File: config.mk
export PLATFORM = sky130hd
export DESIGN_NAME = ula_src_sequencer
export DESIGN_NICKNAME = d
export VERILOG_FILES = /design/src/rtl/ula_src_sequencer_pkg.sv /design/src/rtl/ula_src_sequencer_mem_wait_counter.sv /design/src/rtl/ula_src_sequencer.sv
export SDC_FILE = /design/constraint.sdc
export NUM_CORES = 1
export LEC_CHECK = 0
export ABC_CLOCK_PERIOD_IN_PS = 4000
export CAP_MARGIN = 15
export CORE_MARGIN = 2
export CORE_UTILIZATION = 40
export DETAILED_ROUTE_END_ITERATION = 10
export SYNTH_ARGS = -nofsm -noshare
export SYNTH_HDL_FRONTEND = slang
export SYNTH_SLANG_ARGS = --single-unit
export TNS_END_PERCENT = 5
File: constraint.sdc
create_clock -name i_clk -period 4 [get_ports i_clk]
set_input_delay 0.8 -clock i_clk [delete_from_list [all_inputs] [get_ports i_clk]]
set_output_delay 0.8 -clock i_clk [all_outputs]
set_load 0.01 [all_outputs]
File: src/rtl/ula_src_sequencer_pkg.sv
// ---------------------------------------------------------------------------------------------
// ula_src_sequencer_pkg
// Shared definitions for the ULA operand-select sequencer: FSM state enum, ula_srcB select
// codes, ula_op codes, instruction-class codes and the per-state control decode function.
// No ports (package).
// ---------------------------------------------------------------------------------------------
package ula_src_sequencer_pkg;

    // Encodings 11..15 are unreachable and recover to StIdle.
    typedef enum logic [3:0] {
        StIdle   = 4'd0,
        StFetch  = 4'd1,
        StDecode = 4'd2,
        StExecR  = 4'd3,
        StExecI  = 4'd4,
        StAddr   = 4'd5,
        StMem    = 4'd6,
        StBranch = 4'd7,
        StWb     = 4'd8,
        StDone   = 4'd9,
        StExc    = 4'd10
    } state_e;

    // ula_srcB mux select codes
    localparam logic [1:0] SRCB_REGB = 2'b00;
    localparam logic [1:0] SRCB_IMM  = 2'b01;
    localparam logic [1:0] SRCB_OFS  = 2'b10;
    localparam logic [1:0] SRCB_FOUR = 2'b11;

    // ula_srcA mux select codes
    localparam logic SRCA_PC   = 1'b0;
    localparam logic SRCA_REGA = 1'b1;

    // ula_op codes
    localparam logic [2:0] ULA_OP_ADD   = 3'b000;
    localparam logic [2:0] ULA_OP_SUB   = 3'b001;
    localparam logic [2:0] ULA_OP_FUNCT = 3'b010;

    // Instruction classes (5..7 illegal)
    localparam logic [2:0] ICLASS_R      = 3'd0;
    localparam logic [2:0] ICLASS_I      = 3'd1;
    localparam logic [2:0] ICLASS_LOAD   = 3'd2;
    localparam logic [2:0] ICLASS_STORE  = 3'd3;
    localparam logic [2:0] ICLASS_BRANCH = 3'd4;

    typedef struct packed {
        logic       ready;
        logic       src_a;
        logic [1:0] src_b;
        logic [2:0] op;
        logic       pc_write;
        logic       mem_rd;
        logic       mem_wr;
        logic       reg_write;
        logic       done;
        logic       exc;
    } ctrl_t;

    // Moore control decode for a given state. The branch-taken PC write depends on the
    // live zero flag and is added outside this function.
    function automatic ctrl_t decode_ctrl(input state_e st, input logic is_load);
        ctrl_t c;
        c = '0;
        c.src_a = SRCA_PC;
        c.src_b = SRCB_REGB;
        c.op    = ULA_OP_ADD;
        case (st)
            StIdle: begin
                c.ready = 1'b1;
            end
            StFetch: begin
                c.src_b    = SRCB_FOUR;
                c.pc_write = 1'b1;
            end
            StDecode: begin
                // Branch target precompute: PC + shifted offset
                c.src_b = SRCB_OFS;
            end
            StExecR: begin
                c.src_a = SRCA_REGA;
                c.op    = ULA_OP_FUNCT;
            end
            StExecI, StAddr: begin
                c.src_a = SRCA_REGA;
                c.src_b = SRCB_IMM;
            end
            StMem: begin
                // Hold the address computation stable while memory is busy
                c.src_a  = SRCA_REGA;
                c.src_b  = SRCB_IMM;
                c.mem_rd = is_load;
                c.mem_wr = ~is_load;
            end
            StBranch: begin
                c.src_a = SRCA_REGA;
                c.op    = ULA_OP_SUB;
            end
            StWb: begin
                c.reg_write = 1'b1;
            end
            StDone: begin
                c.done = 1'b1;
            end
            StExc: begin
                c.exc = 1'b1;
            end
            default: begin
                c.ready = 1'b1;
            end
        endcase
        return c;
    endfunction

endpackage

File: src/rtl/ula_src_sequencer_mem_wait_counter.sv
// ---------------------------------------------------------------------------------------------
// ula_src_sequencer_mem_wait_counter
// 4-bit load/decrement counter timing the MEM state; reports when it has reached zero.
// Ports:
//   i_clk       in  1  system clock, rising edge
//   i_reset     in  1  asynchronous, active-high
//   i_load      in  1  load i_load_val (has priority over decrement)
//   i_load_val  in  4  value to load
//   i_dec       in  1  decrement by one
//   o_zero      out 1  count is zero
// ---------------------------------------------------------------------------------------------
module ula_src_sequencer_mem_wait_counter (
    input  logic       i_clk,
    input  logic       i_reset,
    input  logic       i_load,
    input  logic [3:0] i_load_val,
    input  logic       i_dec,
    output logic       o_zero
);

    logic [3:0] r_count;

    always_ff @(posedge i_clk or posedge i_reset) begin
        if (i_reset) begin
            r_count <= 4'd0;
        end else if (i_load) begin
            r_count <= i_load_val;
        end else if (i_dec && (r_count != 4'd0)) begin
            r_count <= r_count - 4'd1;
        end
    end

    assign o_zero = (r_count == 4'd0);

endmodule

File: src/rtl/ula_src_sequencer.sv
// ---------------------------------------------------------------------------------------------
// ula_src_sequencer
// Multicycle sequencer for the ULA operand muxes. Steps one instruction through
// FETCH/DECODE/EXEC/MEM/WB and drives ula_srcA/ula_srcB/ula_op plus datapath strobes.
// Optional feature macro: ULA_OVF_TRAP_EN -- when defined, ULA overflow during EXEC_R/EXEC_I
// diverts to the exception state instead of write-back.
// Parameters:
//   MEM_WAIT      cycles spent in MEM before read data is valid (1..15)
// Ports:
//   i_clk         in  1  system clock, rising edge
//   i_reset       in  1  asynchronous, active-high
//   i_start       in  1  run one instruction; accepted only when o_ready=1
//   o_ready       out 1  sequencer idle
//   i_iclass      in  3  instruction class, sampled in DECODE
//   i_ula_zero    in  1  ULA zero flag, used in BRANCH
//   i_ula_ovf     in  1  ULA overflow flag, used in EXEC_R/EXEC_I
//   o_ula_srcA    out 1  0 PC, 1 register A
//   o_ula_srcB    out 2  00 reg B, 01 imm, 10 shifted offset, 11 constant 4
//   o_ula_op      out 3  000 ADD, 001 SUB, 010 funct-decoded
//   o_pc_write    out 1  PC load strobe
//   o_mem_rd      out 1  memory read strobe (whole MEM state, loads)
//   o_mem_wr      out 1  memory write strobe (whole MEM state, stores)
//   o_reg_write   out 1  register-file write strobe
//   o_done        out 1  one-cycle pulse at end of instruction
//   o_exc         out 1  one-cycle pulse on illegal class / overflow trap
// ---------------------------------------------------------------------------------------------
module ula_src_sequencer
    import ula_src_sequencer_pkg::*;
#(
    parameter int unsigned MEM_WAIT = 2
) (
    input  logic       i_clk,
    input  logic       i_reset,
    input  logic       i_start,
    output logic       o_ready,
    input  logic [2:0] i_iclass,
    input  logic       i_ula_zero,
    input  logic       i_ula_ovf,
    output logic       o_ula_srcA,
    output logic [1:0] o_ula_srcB,
    output logic [2:0] o_ula_op,
    output logic       o_pc_write,
    output logic       o_mem_rd,
    output logic       o_mem_wr,
    output logic       o_reg_write,
    output logic       o_done,
    output logic       o_exc
);

    localparam logic [3:0] MemWaitLoad = 4'(MEM_WAIT - 1);

    state_e r_state;
    logic   r_is_load;
    ctrl_t  r_ctrl;

    state_e w_state_nxt;
    logic   w_is_load_nxt;
    logic   w_cnt_zero;
    logic   w_cnt_load;
    logic   w_cnt_dec;

    ula_src_sequencer_mem_wait_counter u_mem_wait_counter (
        .i_clk      (i_clk),
        .i_reset    (i_reset),
        .i_load     (w_cnt_load),
        .i_load_val (MemWaitLoad),
        .i_dec      (w_cnt_dec),
        .o_zero     (w_cnt_zero)
    );

    // Counter is primed while computing the address, so the first MEM cycle sees MEM_WAIT-1.
    assign w_cnt_load = (r_state == StAddr);
    assign w_cnt_dec  = (r_state == StMem) && !w_cnt_zero;

`ifndef ULA_OVF_TRAP_EN
    logic w_unused_ovf;
    assign w_unused_ovf = i_ula_ovf;
`endif

    always_comb begin
        w_state_nxt   = r_state;
        w_is_load_nxt = r_is_load;
        case (r_state)
            StIdle: begin
                if (i_start) begin
                    w_state_nxt = StFetch;
                end
            end
            StFetch: begin
                w_state_nxt = StDecode;
            end
            StDecode: begin
                case (i_iclass)
                    ICLASS_R:      w_state_nxt = StExecR;
                    ICLASS_I:      w_state_nxt = StExecI;
                    ICLASS_LOAD: begin
                        w_state_nxt   = StAddr;
                        w_is_load_nxt = 1'b1;
                    end
                    ICLASS_STORE: begin
                        w_state_nxt   = StAddr;
                        w_is_load_nxt = 1'b0;
                    end
                    ICLASS_BRANCH: w_state_nxt = StBranch;
                    default:       w_state_nxt = StExc;
                endcase
            end
            StExecR, StExecI: begin
`ifdef ULA_OVF_TRAP_EN
                w_state_nxt = i_ula_ovf ? StExc : StWb;
`else
                w_state_nxt = StWb;
`endif
            end
            StAddr: begin
                w_state_nxt = StMem;
            end
            StMem: begin
                if (w_cnt_zero) begin
                    w_state_nxt = r_is_load ? StWb : StDone;
                end
            end
            StBranch, StWb: begin
                w_state_nxt = StDone;
            end
            StDone, StExc: begin
                w_state_nxt = StIdle;
            end
            default: begin
                w_state_nxt = StIdle;
            end
        endcase
    end

    // Outputs are registered from the next state, so they align with r_state and carry no
    // combinational path from inputs.
    always_ff @(posedge i_clk or posedge i_reset) begin
        if (i_reset) begin
            r_state   <= StIdle;
            r_is_load <= 1'b0;
            r_ctrl    <= decode_ctrl(StIdle, 1'b0);
        end else begin
            r_state   <= w_state_nxt;
            r_is_load <= w_is_load_nxt;
            r_ctrl    <= decode_ctrl(w_state_nxt, w_is_load_nxt);
        end
    end

    assign o_ready     = r_ctrl.ready;
    assign o_ula_srcA  = r_ctrl.src_a;
    assign o_ula_srcB  = r_ctrl.src_b;
    assign o_ula_op    = r_ctrl.op;
    // The zero flag comes from the SUB issued in BRANCH itself, so the taken-branch PC load
    // must be gated by it in the same cycle; this is the only live-input term on an output.
    assign o_pc_write  = r_ctrl.pc_write | ((r_state == StBranch) & i_ula_zero);
    assign o_mem_rd    = r_ctrl.mem_rd;
    assign o_mem_wr    = r_ctrl.mem_wr;
    assign o_reg_write = r_ctrl.reg_write;
    assign o_done      = r_ctrl.done;
    assign o_exc       = r_ctrl.exc;

endmodule

== Yosys cells after proc, flatten, opt, wreduce, memory -nomap -nowiden ==
Index checks and enable logic that the tools add are counted.
Word-level totals
  input bits: 8
  bits in registers: 22
  output and inout port bits: 13
  word-level logic and storage cells: 71
Operators by class
  equality and inequality tests: 22
  mux-type cells: 18
  add/sub/neg operators: 1
  reductions and logical operators: 14
  bitwise operators: 3
Operator list (number)
  $eq A4 B3 Y1 const B: 8
  $pmux W4 S7: 1
  $eq A4 B2 Y1 const B: 4
  $eq A4 B4 Y1 const B: 4
  $mux W4: 4
  $pmux W4 S4: 1
  $reduce_or A10 Y1: 1
  $eq A4 B1 Y1 const B: 2
  $logic_not A4 Y1: 2
  $mux W1: 8
  $eq A3 B2 Y1 const B: 2
  $pmux W2 S3: 1
  $reduce_or A2 Y1: 3
  $reduce_or A5 Y1: 1
  $pmux W2 S2: 1
  $reduce_bool A4 Y1: 1
  $sub A4 B1 Y4 const B: 1
  $eq A3 B1 Y1 const B: 1
  $eq A3 B3 Y1 const B: 1
  $logic_not A3 Y1: 1
  $reduce_or A3 Y1: 1
  $logic_and A1 B1 Y1: 2
  $mux W2: 1
  $pmux W1 S2: 1
  other kinds (5): 5

== Depth between registers and ports, before layout ==
Gate-level depths: netlist of the first run.
  depth in word-level cells: 7
  mapped depth: 8
  gate-level depth less buffers: 8

== By module ==
From an unflattened synthesis of the first run, not the netlist that was laid out.
Second synthesis, totals
  cells, all modules: 110
  area total of the unflattened synthesis: 1126.1 µm²
Modules (own cells, without submodules)
  ula_src_sequencer: area each 864.6 µm², seq. area each 426.7 µm², cells an instance 82, times used 1
  ula_src_sequencer_mem_wait_counter: area each 261.5 µm², seq. area each 100.1 µm², cells an instance 28, times used 1

== Worst setup path before layout of the first run ==
No wires, ideal clock.
  kind: input port to flip-flop
  start point: input port i_iclass[0]
  end point: register r_is_load
  data arrival time: 1735 ps
  path slack: 2142 ps
  library setup time: 123 ps
  required time: 3877 ps
  buffers on the path: 0
  cell stages on the path: 6
  cell sequence: nor2_1 > xor2_1 > o41a_2 > inv_2 > nand4_2 > mux2i_1
On the way
  cells in the longest elaborated chain, start to end: 3
  elaborated cells between the ends (all ways): 4
  classes of those cells: eq/ne: 2; mux: 2
RTL lines
  start: declaration: RTL line ula_src_sequencer.sv:36  | input logic [2:0] i_iclass,
  $eq A3 B2 Y1: RTL line ula_src_sequencer.sv:93  | case (i_iclass)
  $pmux W1 S2 *: RTL line ula_src_sequencer.sv:93
  $mux W1 *: RTL line ula_src_sequencer.sv:83  | case (r_state)
  via w_is_load_nxt: RTL line ula_src_sequencer.sv:57  | logic w_is_load_nxt;
  end signal: assignment: RTL line ula_src_sequencer.sv:144  | r_is_load <= w_is_load_nxt;
  end: declaration: RTL line ula_src_sequencer.sv:53  | logic r_is_load;
Mark *: on every way through the listed nets, which the timed path passes. The rest lies on a longest branch.
A chain may end at the register's enable or synchronous reset.

== Final worst setup path of the first run ==
  start point: register r_state[2]
  end point: output port o_pc_write
On the way
  cells in the longest elaborated chain, start to end: 3
RTL lines
  start: declaration: RTL line ula_src_sequencer.sv:52  | state_e r_state;
  start signal: assignment: RTL line ula_src_sequencer.sv:139  | r_state <= StIdle;
  start signal: assignment: RTL line ula_src_sequencer.sv:143  | r_state <= w_state_nxt;
  $eq A4 B3 Y1: RTL line ula_src_sequencer.sv:155  | assign o_pc_write = r_ctrl.pc_write | ((r_state == StBranch) & i_ula_zero);
  $and A1 B1 Y1: RTL line ula_src_sequencer.sv:155
  $or A1 B1 Y1: RTL line ula_src_sequencer.sv:155
  end: declaration: RTL line ula_src_sequencer.sv:42  | output logic o_pc_write,
No other way between the ends.

==> metrics.md, run 1 <==
| Metric | Value |
|---|---|
| Result of the run | finished clean |
| Area of the die | about 3200 µm² |
| Critical Path Fanout Max | 11 |
| Maximum clock frequency | 364.3 MHz |
| Clock buffers created by TritonCTS | 3 |
| Final standard cell area without fillers | between 1000 and 1500 µm² |
| Residual DRC count | 0 |
| Combined area of the multi-input logic cells | ~470 µm² |
| Number of nets in the layout | ~130 |
| Number of flops mapped to enable cells by yosys | 0 |
| Met2 routing resource usage after global routing | 20.76% |
| Setup repair after global routing missed its margin | no |
| Sequence of cells on the critical path | and2b_1 -> a41o_1 -> clkdlybuf4s50_1 |
| Sequential cell area | roughly 530 µm² |
| Met3 routing resource usage after global routing | between 3 and 4% |
| Placed wire-length estimate | approximately 1500 µm |
| Clock tree from TritonCTS | done |
| Clock Skew | ~0.0056 ns |
| Fill cell count | 264 |
| Cells after DPL | ~150 |
| Net switching component of the power | between 300 and 400 µW |
| Clock insertion delay at the later pin of the skew report | 0.32 ns |
| Rel. slew slack | about 49% |
| Proportion of synthesized flip-flops having asynchronous set or reset | 100.0% |
| Synth top area cells | sky130_fd_sc_hd__dfrtp_1, sky130_fd_sc_hd__buf_4, sky130_fd_sc_hd__nor2_1 |
| Share of the clock period used by the worst path after layout | 68.62% |
| Total Neg Setup Slack | 0 ns |
| N_diodes | 0 |
| Final-report max-slew violation count | 0 |
| Main synth FF type | sky130_fd_sc_hd__dfrtp_1 |
| Pin count of the biggest net entering global routing | 22 |
| Int Power | around 520 µW |
| Violation count after the first detailed-routing iteration | 18 |
| Synthesis-to-finish area growth | 16.14% |
| Data arrival time of the critical path | 1.94 ns |
| Via count of the first global-routing pass | around 780 |
| GR Overflow Total | 0 |
| Worst path top cell family by delay | flip-flops |
| Gate Count Post-Synth | ~110 |
| Buffers and inverters on the worst path | 1 |
| Leak Pwr | roughly 0.6 nW |
| Crit end category | output pin |
| DRT antenna net count | 0 |
| Post-detailed-route via-to-cell ratio | a little over 5 |
| Number of max-cap violations | 0 |
| Part of the power in the clock network | about 12% |
| Clock slew at reported path FFs | between 0.1 and 0.15 ns |
| Number of ports placed on the die boundary | 21 |
| Critical Path Slowest Stage Cell | sky130_fd_sc_hd__dfrtp_1 |
| Die Span Y | about 56 µm |
| Ratio of cells with drive above 1 in the final layout | between 10% and 20% |
| Most common cell in the synthesized netlist | sky130_fd_sc_hd__dfrtp_1 |
| Mapped Nets | 115 |
| Sequential power share | approximately 43% |
| Global-route wire length before repair | between 3000 and 4000 µm |
| Max incr delay on CP | 0.58 ns |
| Classification of the worst-slack hold path | reg2reg |
| Setup Viol. Count Final | 0 |
| Maximum VDD drop | 0.4630 mV |
| Most heavily used metal layer in global routing | met2 |
| Critical path startpoint category | flop |
| Number of failing hold endpoints at the final stage | 0 |
| Post-detailed-routing wire length | between 2000 and 2500 µm |
| CP Data Required Time | roughly 3.2 ns |
| Area share of the leading cell type in the synthesized netlist | between 40% and 50% |
| Port-buffer cells | 18 |
| Average cell area after synthesis | about 10 µm² |
| Clock H-tree levels | 1 |
| Placeable core region | 2686 µm² |
| Final weighted congestion in routability-driven placement | around 0.84 |
| Number of warning messages in the yosys log | 0 |
| Met1 Usage GRT | between 20% and 30% |
| Cell type with the highest aggregate area in the netlist | sky130_fd_sc_hd__dfrtp_1 |
| Share of total power consumed by net switching | 39.52% |
| Worst setup path class | reg2out |
| Antenna violations before repair | 0 |
| Root Buffer Master | sky130_fd_sc_hd__clkbuf_4 |
| Commonest cells in the synthesized netlist | sky130_fd_sc_hd__dfrtp_1, sky130_fd_sc_hd__nor2_1, sky130_fd_sc_hd__inv_1, sky130_fd_sc_hd__nand2_1, sky130_fd_sc_hd__buf_4 |
| Post-CTS Setup Inserts | 0 |
| Effective utilization at floorplan | 40.99% |
| Register bit count reported by yosys | 21 |
| Row count | 19 |
| Number of sinks driven by the clock tree | 21 |
| Distinct cell type count of the synthesized netlist | 46 |
| DR pass1 iterations | 4 |
| Combined area of all synthesized cells | around 1100 µm² |
| CTS Hold Bufs | 0 |
| DR WL/cell | about 14 µm |
| Sequential fraction of the synthesis area | between 40% and 50% |
| Via count | just under 800 |
| Resized Gates After CTS | 0 |
| Maximum clock insertion buffer count | 2 |
| DIE WIDTH | approximately 56 µm |
| Minimum period implied by the final worst setup slack | 2.745 ns |
| Combinational share of power | 44.2% |
| GRT Resource Usage Total | between 10% and 20% |
| Area after DPL | ~1300 µm² |
| Final non-filler cell total | 150 |
| Worst R2R Setup Slack | about 1.9 ns |
| Power density normalized to cell area | roughly 670 nW/µm² |
| Actual transition at the worst max-transition pin | between 0.7 and 0.8 ns |
## worst paths after layout
| path | from | end | cells past startpoint |
|---|---|---|---|
| worst max-delay path | r_state[2]$_DFF_PP0_ | o_pc_write | 3 |
| worst min-delay path | r_is_load$_DFF_PP0_ | o_mem_wr$_DFF_PP0_ | 1 |
| worst max register to register | u_mem_wait_counter.r_count[0]$_DFFE_PP0P_ | r_is_load$_DFF_PP0_ | 8 |
| worst min register to register | r_is_load$_DFF_PP0_ | o_mem_wr$_DFF_PP0_ | 1 |
| max in group asynchronous | i_reset | o_mem_rd$_DFF_PP0_ | 2 |
| min in group asynchronous | i_reset | o_exc$_DFF_PP0_ | 2 |
## layout make-up
cell class	instances	share of cell area, %
sequential	21	41.19
clock inverter	1	0.3914
timing repair buffer	18	14.09
inverter	9	2.642
clock buffer	3	1.761
multi-input combinational	67	36.89
tap	31	3.033
## logic make-up (layout without fill, tap and decap cells)
group | after synthesis | count (layout) | share of synthesized area (%)
multiplexers | 2 | 2 | 1.818
buffers and inverters | 18 | 31 | 9.317
flip-flops | 21 | 21 | 47.84
other | 1 | 1 | 0.3406
AND/OR/NAND/NOR | 39 | 39 | 21.25
AO/OA/AOI/OAI | 22 | 22 | 16.71
adder cells (fa/ha/maj) | 1 | 1 | 1.136
XOR/XNOR | 2 | 2 | 1.591
## registers in the layout, summed over array words and instances (netlist names)
signal	count
o_mem_rd	1
o_ula_srcB	2
o_mem_wr	1
r_state	4
r_is_load	1
o_exc	1
o_done	1
r_ctrl	1
o_ula_srcA	1
u_mem_wait_counter.r_count	4
o_reg_write	1
o_ready	1
o_ula_op	2
## worst reg2reg max path, delay by kind of cell (launching register included)
| family | cells | cell delay, ns |
|---|---|---|
| flops | 1 | 0.43 |
| fa+ha+maj | 1 | 0.21 |
| simple gates | 2 | 0.51 |
| buf+inv | 2 | 0.15 |
| mux | 1 | 0.18 |
| compound gates | 2 | 0.53 |
## layout by cell type, fill, tap and decap left out, types with 2 or more instances in the layout
cell	n
sky130_fd_sc_hd__a21oi_1	5
sky130_fd_sc_hd__and2b_1	2
sky130_fd_sc_hd__clkbuf_4	3
sky130_fd_sc_hd__clkdlybuf4s50_1	18
sky130_fd_sc_hd__dfrtp_1	20
sky130_fd_sc_hd__inv_1	8
sky130_fd_sc_hd__mux2i_1	2
sky130_fd_sc_hd__nand2_1	8
sky130_fd_sc_hd__nand2b_1	2
sky130_fd_sc_hd__nor2_1	10
sky130_fd_sc_hd__nor3_1	2
sky130_fd_sc_hd__o21ai_0	5
## routing by layer
| metal | part of all wire, % | vias to the layer above | wire length (µm) |
|---|---|---|---|
| met5 | 0 | - | 0 |
| met4 | 2.7 | 0 | 55 |
| met3 | 4.2 | 5 | 85 |
| met2 | 44 | 19 | 894 |
| met1 | 49 | 353 | 989 |
| li1 | - | 393 | - |
## stage by stage
stage	utilization, %	power (mW)	hold slack, ns	setup slack (ns)
final	47.60	0.8547	0.5442	1.255
after global routing	47.60	0.9231	0.5719	1.159
after CTS	47.60	0.8606	0.5465	1.247
after detailed placement	46.58	0.7537	0.5185	1.252
after global placement	46.58	0.7489	0.5270	1.261
after floorplan	-	0.6581	0.4815	2.142
## power groups by stage
stage / Combinational (mW) / Sequential (mW) / Clock (mW)
floorplan: 0.322 / 0.336 / 0
global placement: 0.377 / 0.372 / 0
detailed placement: 0.380 / 0.374 / 0
CTS: 0.382 / 0.368 / 0.110
global route: 0.423 / 0.383 / 0.117
finish: 0.378 / 0.371 / 0.106
(Power assumes the default switching activity.)
==> run 2, diff against run 1 <==
ABC_CLOCK_PERIOD_IN_PS = 2530   (was 4000)
clock period = 2.53 ns   (was 4 ns; I/O delays follow)
==> run 2 against run 1 <==
- final area grew 1.2%
- cell count grew 1.3%
- via count grew 8.2%
- first-iteration DRC count grew 120%
- critical path type unchanged
- critical endpoint unchanged
- highest routed layer unchanged
==> metrics.md, run 2 (synthesized netlist as in run 1, its figures left out) <==
| Metric | Value |
|---|---|
| Residual DRC count | 0 |
| Pin count of the biggest net entering global routing | 22 |
| Resized Gates After CTS | 0 |
| Post-CTS Setup Inserts | 0 |
| GRT Resource Usage Total | 15.27% |
| Via count | approximately 830 |
| Final weighted congestion in routability-driven placement | about 0.84 |
| Met3 Wirelength | about 120 µm |
| Crit end category | output pin |
| Actual transition at the worst max-transition pin | roughly 0.76 ns |
| Effective utilization at floorplan | between 40 and 50% |
| Classification of the worst-slack hold path | reg2reg |
| Sequential cell area | ~530 µm² |
| Combined area of the multi-input logic cells | roughly 470 µm² |
| Maximum clock frequency | roughly 440 MHz |
| Antenna violations before repair | 0 |
| Via count of the first global-routing pass | ~770 |
| Critical Path Fanout Max | 7 |
| Post-detailed-route via-to-cell ratio | 5.480 |
| Leak Pwr | approximately 0.63 nW |
| Sum of met2 wire segment lengths after detailed routing | just over 1000 µm |
| Largest registers ranked by flip-flop count | r_state: 4 flops, u_mem_wait_counter.r_count: 4 flops |
| Most common cell after layout, fill and taps aside | sky130_fd_sc_hd__dfrtp_1 |
| Clock slew at reported path FFs | around 0.11 ns |
| Maximum VDD drop | 0.6578 mV |
| Port-buffer cells | 18 |
| Die Span Y | 56.47 µm |
| Worst setup path class | reg2out |
| Total Neg Setup Slack | 0 ns |
| Global-route wire length before repair | 3774 µm |
| Fill cell count | approximately 270 |
| Final-report max-slew violation count | 0 |
| Area of the die | 3188 µm² |
| Row count | 19 |
| Clock tree from TritonCTS | done |
| Number of ports placed on the die boundary | 21 |
| DRT antenna net count | 0 |
| DR pass1 iterations | 4 |
| Number of failing hold endpoints at the final stage | 0 |
| DIE WIDTH | roughly 56 µm |
| Clock insertion delay at the later pin of the skew report | about 0.30 ns |
| Setup repair after global routing missed its margin | no |
| Clock H-tree levels | 1 |
| Highest routing layer actually used | met4 |
| Detailed-routing wirelength on met1 | around 940 µm |
| Number of sinks driven by the clock tree | 21 |
| Final Total Pwr | approximately 1.4 mW |
| Clock buffers created by TritonCTS | 3 |
| CP Data Required Time | 2.02 ns |
| Minimum period implied by the final worst setup slack | between 2 and 2.5 ns |
| Power density normalized to cell area | about 1100 nW/µm² |
| Number of nets in the layout | about 130 |
| CTS Hold Bufs | 0 |
| Placeable core region | between 2000 and 3000 µm² |
| Number of max-cap violations | 0 |
| Violation count after the first detailed-routing iteration | 39 |
| RR Startpoint | u_mem_wait_counter.r_count[0]$_DFFE_PP0P_ |
| Maximum clock insertion buffer count | 2 |
| Setup Viol. Count Final | 0 |
| Data arrival time of the critical path | between 1.5 and 2 ns |
| GR Overflow Total | 0 |
| Share of the clock period used by the worst path after layout | ~90% |
| Final standard cell area without fillers | between 1000 and 1500 µm² |
| Rel. slew slack | about 50% |
| Post-detailed-routing wire length | approximately 2100 µm |
| Area after DPL | 1266 µm² |
| Ratio of cells with drive above 1 in the final layout | about an eighth |
| DR WL/cell | about 14 µm |
| Launch point of the worst hold path | r_is_load$_DFF_PP0_ |
| Critical Path Source | r_state[3]$_DFF_PP0_ |
| Most frequent cells in the layout | sky130_fd_sc_hd__dfrtp_1, sky130_fd_sc_hd__clkdlybuf4s50_1, sky130_fd_sc_hd__nor2_1 |
| N_diodes | 0 |
| Critical path startpoint category | flop |
| Root Buffer Master | sky130_fd_sc_hd__clkbuf_4 |
| Result of the run | finished clean |
| Clock Skew | 0.002636 ns |
| Synthesis-to-finish area growth | 17.50% |
| Placed wire-length estimate | roughly 1600 µm |
run 2: cell types whose count changed in the layout (fill, tap and decap cells not counted):
cell / change
sky130_fd_sc_hd__buf_4: +2
run 2: critical path, cell delays in order, from the launching register on:
cell and delay (ns):
sky130_fd_sc_hd__dfrtp_1 0.39, sky130_fd_sc_hd__and2b_1 0.34, sky130_fd_sc_hd__a41o_1 0.22, sky130_fd_sc_hd__clkdlybuf4s50_1 0.53
run 2: cell type report:
class | count | share of cell area [%]
multi-input combinational | 67 | 36.46
inverter | 9 | 2.611
clock buffer | 3 | 1.741
clock inverter | 1 | 0.3868
sequential | 21 | 40.72
tap | 31 | 2.998
timing repair buffer | 20 | 15.09
run 2: through the flow:
step / setup slack (ns) / util (%) / cells / hold slack (ns)
floorplan: 0.7349 / - / 106 / 0.4815
detailed placement: 0.3150 / 47.14 / 148 / 0.5263
finish: 0.2410 / 48.16 / 152 / 0.5473
CTS: 0.2099 / 48.16 / 152 / 0.5443
global placement: 0.3543 / 47.14 / 148 / 0.5268
global route: 0.1379 / 48.16 / 152 / 0.5807
run 2: routing by layer:
metal	track usage (%)	vias up
met1	21.12	406
met3	3.456	4
met5	0	-
met2	22.59	28
met4	7.143	0
li1	-	395
run 2: report_power, final:
part / internal (mW) / leakage, nW / switching, mW
logic: 0.322 / 0.348 / 0.337
registers: 0.453 / 0.262 / 0.104
clock network: 0.0590 / 0.0177 / 0.0993
total: 0.834 / 0.628 / 0.541
run 2: path summary, 6_finish.rpt:
| path | to | slack [ns] | depth (start not counted) |
|---|---|---|---|
| hold / removal | o_mem_wr$_DFF_PP0_ | 0.55 | 1 |
| max in group asynchronous | o_mem_rd$_DFF_PP0_ | 1.43 | 2 |
| hold reg to reg | o_mem_wr$_DFF_PP0_ | 0.55 | 1 |
| setup reg to reg | r_is_load$_DFF_PP0_ | 0.46 | 8 |
| min in group asynchronous | o_exc$_DFF_PP0_ | 0.63 | 2 |
| setup / recovery | o_pc_write | 0.24 | 3 |
==> run 3, diff against run 2 <==
ABC_CLOCK_PERIOD_IN_PS = 2800   (was 2530)
GPL_TIMING_DRIVEN = 0   (was not set)
clock period = 2.8 ns   (was 2.53 ns; I/O delays follow)
==> run 3 against run 2 <==
- hold slack worse by 0.0085 ns
- final area up 4.2%
- combinational power about the same
- setup slack better by 0.073 ns
- non-clock buffer count increased by 7
- critical endpoint unchanged
==> metrics.md, run 3 (synthesized netlist as in run 1, its figures left out) <==
| Metric | Value |
|---|---|
| Residual DRC count | 0 |
| Placeable core region | roughly 2700 µm² |
| RR Startpoint | u_mem_wait_counter.r_count[0]$_DFFE_PP0P_ |
| Resized Gates After CTS | 0 |
| Final non-filler cell total | about 160 |
| Largest registers ranked by flip-flop count | r_state: 4 flops, u_mem_wait_counter.r_count: 4 flops |
| Clock insertion delay at the later pin of the skew report | 0.31 ns |
| Minimum period implied by the final worst setup slack | 2.486 ns |
| Pin count of the biggest net entering global routing | 22 |
| Sequential cell area | between 500 and 600 µm² |
| Worst flop-to-flop path endpoint | r_is_load$_DFF_PP0_ |
| Number of nets in the layout | roughly 140 |
| Maximum VDD drop | 0.6450 mV |
| Clock H-tree levels | 1 |
| Clock buffers created by TritonCTS | 3 |
| Violation count after the first detailed-routing iteration | 25 |
| Share of the clock period used by the worst path after layout | approximately nine tenths |
| Maximum clock insertion buffer count | 2 |
| GRT Resource Usage Total | between 10% and 20% |
| Via count | 823 |
| Worst R2R Setup Slack | 0.71 ns |
| Antenna violations before repair | 0 |
| Setup Viol. Count Final | 0 |
| Most common cell after layout, fill and taps aside | sky130_fd_sc_hd__dfrtp_1 |
| GR Overflow Total | 0 |
| Post-CTS Setup Inserts | 0 |
| Global-route wire length before repair | approximately 3800 µm |
| Max incr delay on CP | between 0.5 and 0.6 ns |
| Hold worst-path end | o_mem_wr$_DFF_PP0_ |
| N_diodes | 0 |
| DRT antenna net count | 0 |
| DIE WIDTH | approximately 56 µm |
| DR pass1 iterations | 4 |
| Data arrival time of the critical path | between 1.5 and 2 ns |
| Instance count along the most critical hold path | 1 |
| Most frequent cells in the layout | sky130_fd_sc_hd__dfrtp_1, sky130_fd_sc_hd__clkdlybuf4s50_1, sky130_fd_sc_hd__nor2_1 |
| DR WL/cell | ~14 µm |
| Cells after DPL | between 150 and 200 |
| Launch point of the worst hold path | r_is_load$_DFF_PP0_ |
| Number of ports placed on the die boundary | 21 |
| Placed wire-length estimate | approximately 1600 µm |
| Actual transition at the worst max-transition pin | about 0.80 ns |
| Via count of the first global-routing pass | between 800 and 900 |
| Root Buffer Master | sky130_fd_sc_hd__clkbuf_4 |
| Effective utilization at floorplan | between 40 and 50% |
| Post-detailed-route via-to-cell ratio | between 5 and 6 |
| Leak Pwr | between 0.6 and 0.7 nW |
| Critical Path Fanout Max | 10 |
| Setup repair after global routing missed its margin | no |
| Crit end category | output pin |
| Clock slew at reported path FFs | around 0.12 ns |
| Number of failing hold endpoints at the final stage | 0 |
| Ratio of cells with drive above 1 in the final layout | roughly 18% |
| Worst reg-to-reg path cell count | 8 |
| Clock Skew | 0.004029 ns |
| Critical Path Slowest Stage Cell | sky130_fd_sc_hd__clkdlybuf4s50_1 |
| CP Data Required Time | between 2 and 2.5 ns |
| Final weighted congestion in routability-driven placement | 0.8249 |
| Combined area of the multi-input logic cells | between 400 and 500 µm² |
| Critical path startpoint category | flop |
| Synthesis-to-finish area growth | 22.39% |
| Rel. slew slack | roughly 47% |
| Number of sinks driven by the clock tree | 21 |
| Total Neg Setup Slack | 0 ns |
| Number of max-cap violations | 0 |
| Result of the run | finished clean |
| Maximum clock frequency | a little over 400 MHz |
| Row count | 19 |
| Worst setup path class | reg2out |
| Post-detailed-routing wire length | 2196 µm |
| CTS Hold Bufs | 0 |
| Port-buffer cells | 18 |
| Power density normalized to cell area | approximately 950 nW/µm² |
| Fill cell count | ~270 |
| Classification of the worst-slack hold path | reg2reg |
| Area of the die | around 3200 µm² |
| Final-report max-slew violation count | 0 |
| Sequence of cells on the critical path | buf_4 -> and2b_1 -> a41o_1 -> clkdlybuf4s50_1 |
| Clock tree from TritonCTS | done |
| Die Span Y | approximately 56 µm |
## run 3: cell count changes in the layout (fill, tap and decap cells not counted)
cell                    delta
sky130_fd_sc_hd__buf_2     +1
sky130_fd_sc_hd__buf_4     +5
sky130_fd_sc_hd__buf_6     +1
## run 3: cell type report
cell class	instances	area share [%]
buffer	9	5.107
clock buffer	3	1.671
clock inverter	1	0.3714
inverter	9	2.507
multi-input combinational	67	35.00
sequential	21	39.09
tap	31	2.878
timing repair buffer	18	13.37
## run 3: report_power, final
| group | switching [mW] | internal, mW | leakage (nW) |
|---|---|---|---|
| sequential | 0.0676 | 0.410 | 0.262 |
| combinational | 0.334 | 0.325 | 0.385 |
| clock | 0.0947 | 0.0534 | 0.0177 |
## run 3: through the flow
stage	util [%]	cell area (µm²)	power [mW]	setup slack (ns)	hold WS, ns
final	50.16	1348	1.284	0.3143	0.5388
after global placement	49.14	1320	1.134	0.5393	0.5269
after global routing	50.16	1348	1.397	0.2357	0.5775
after CTS	50.16	1348	1.292	0.3077	0.5469
after floorplan	-	1101	0.9401	1.005	0.4815
after detailed placement	49.14	1320	1.142	0.5322	0.5293
## run 3: worst max-delay path: cells and delay by family, from the launching register on
kind,cells,cell delay (ns)
AO/OA/AOI/OAI,1,0.20
buffers and inverters,2,0.68
flip-flops,1,0.38
AND/OR/NAND/NOR,1,0.34
## run 3: how the worst max path moves through the flow
stage,startpoint,to,slack [ns]
final,r_state[3]$_DFF_PP0_,o_pc_write,0.31
after global routing,r_state[3]$_DFF_PP0_,o_pc_write,0.24
after CTS,r_state[3]$_DFF_PP0_,o_pc_write,0.31
after detailed placement,i_ula_zero,o_pc_write,0.53
after global placement,i_ula_zero,o_pc_write,0.54
after floorplan,u_mem_wait_counter.r_count[0]$_DFFE_PP0P_,r_is_load$_DFF_PP0_,1.00
## run 3: routing by layer
metal / vias to the layer above / wire length [µm] / GRT usage [%] / share of wire (%)
met5: - / 0 / 0 / 0
met4: 0 / 32 / 7.143 / 1.5
met3: 4 / 103 / 3.226 / 4.7
met2: 21 / 1000 / 23.59 / 46
met1: 390 / 1060 / 21.09 / 48
li1: 408 / - / - / -
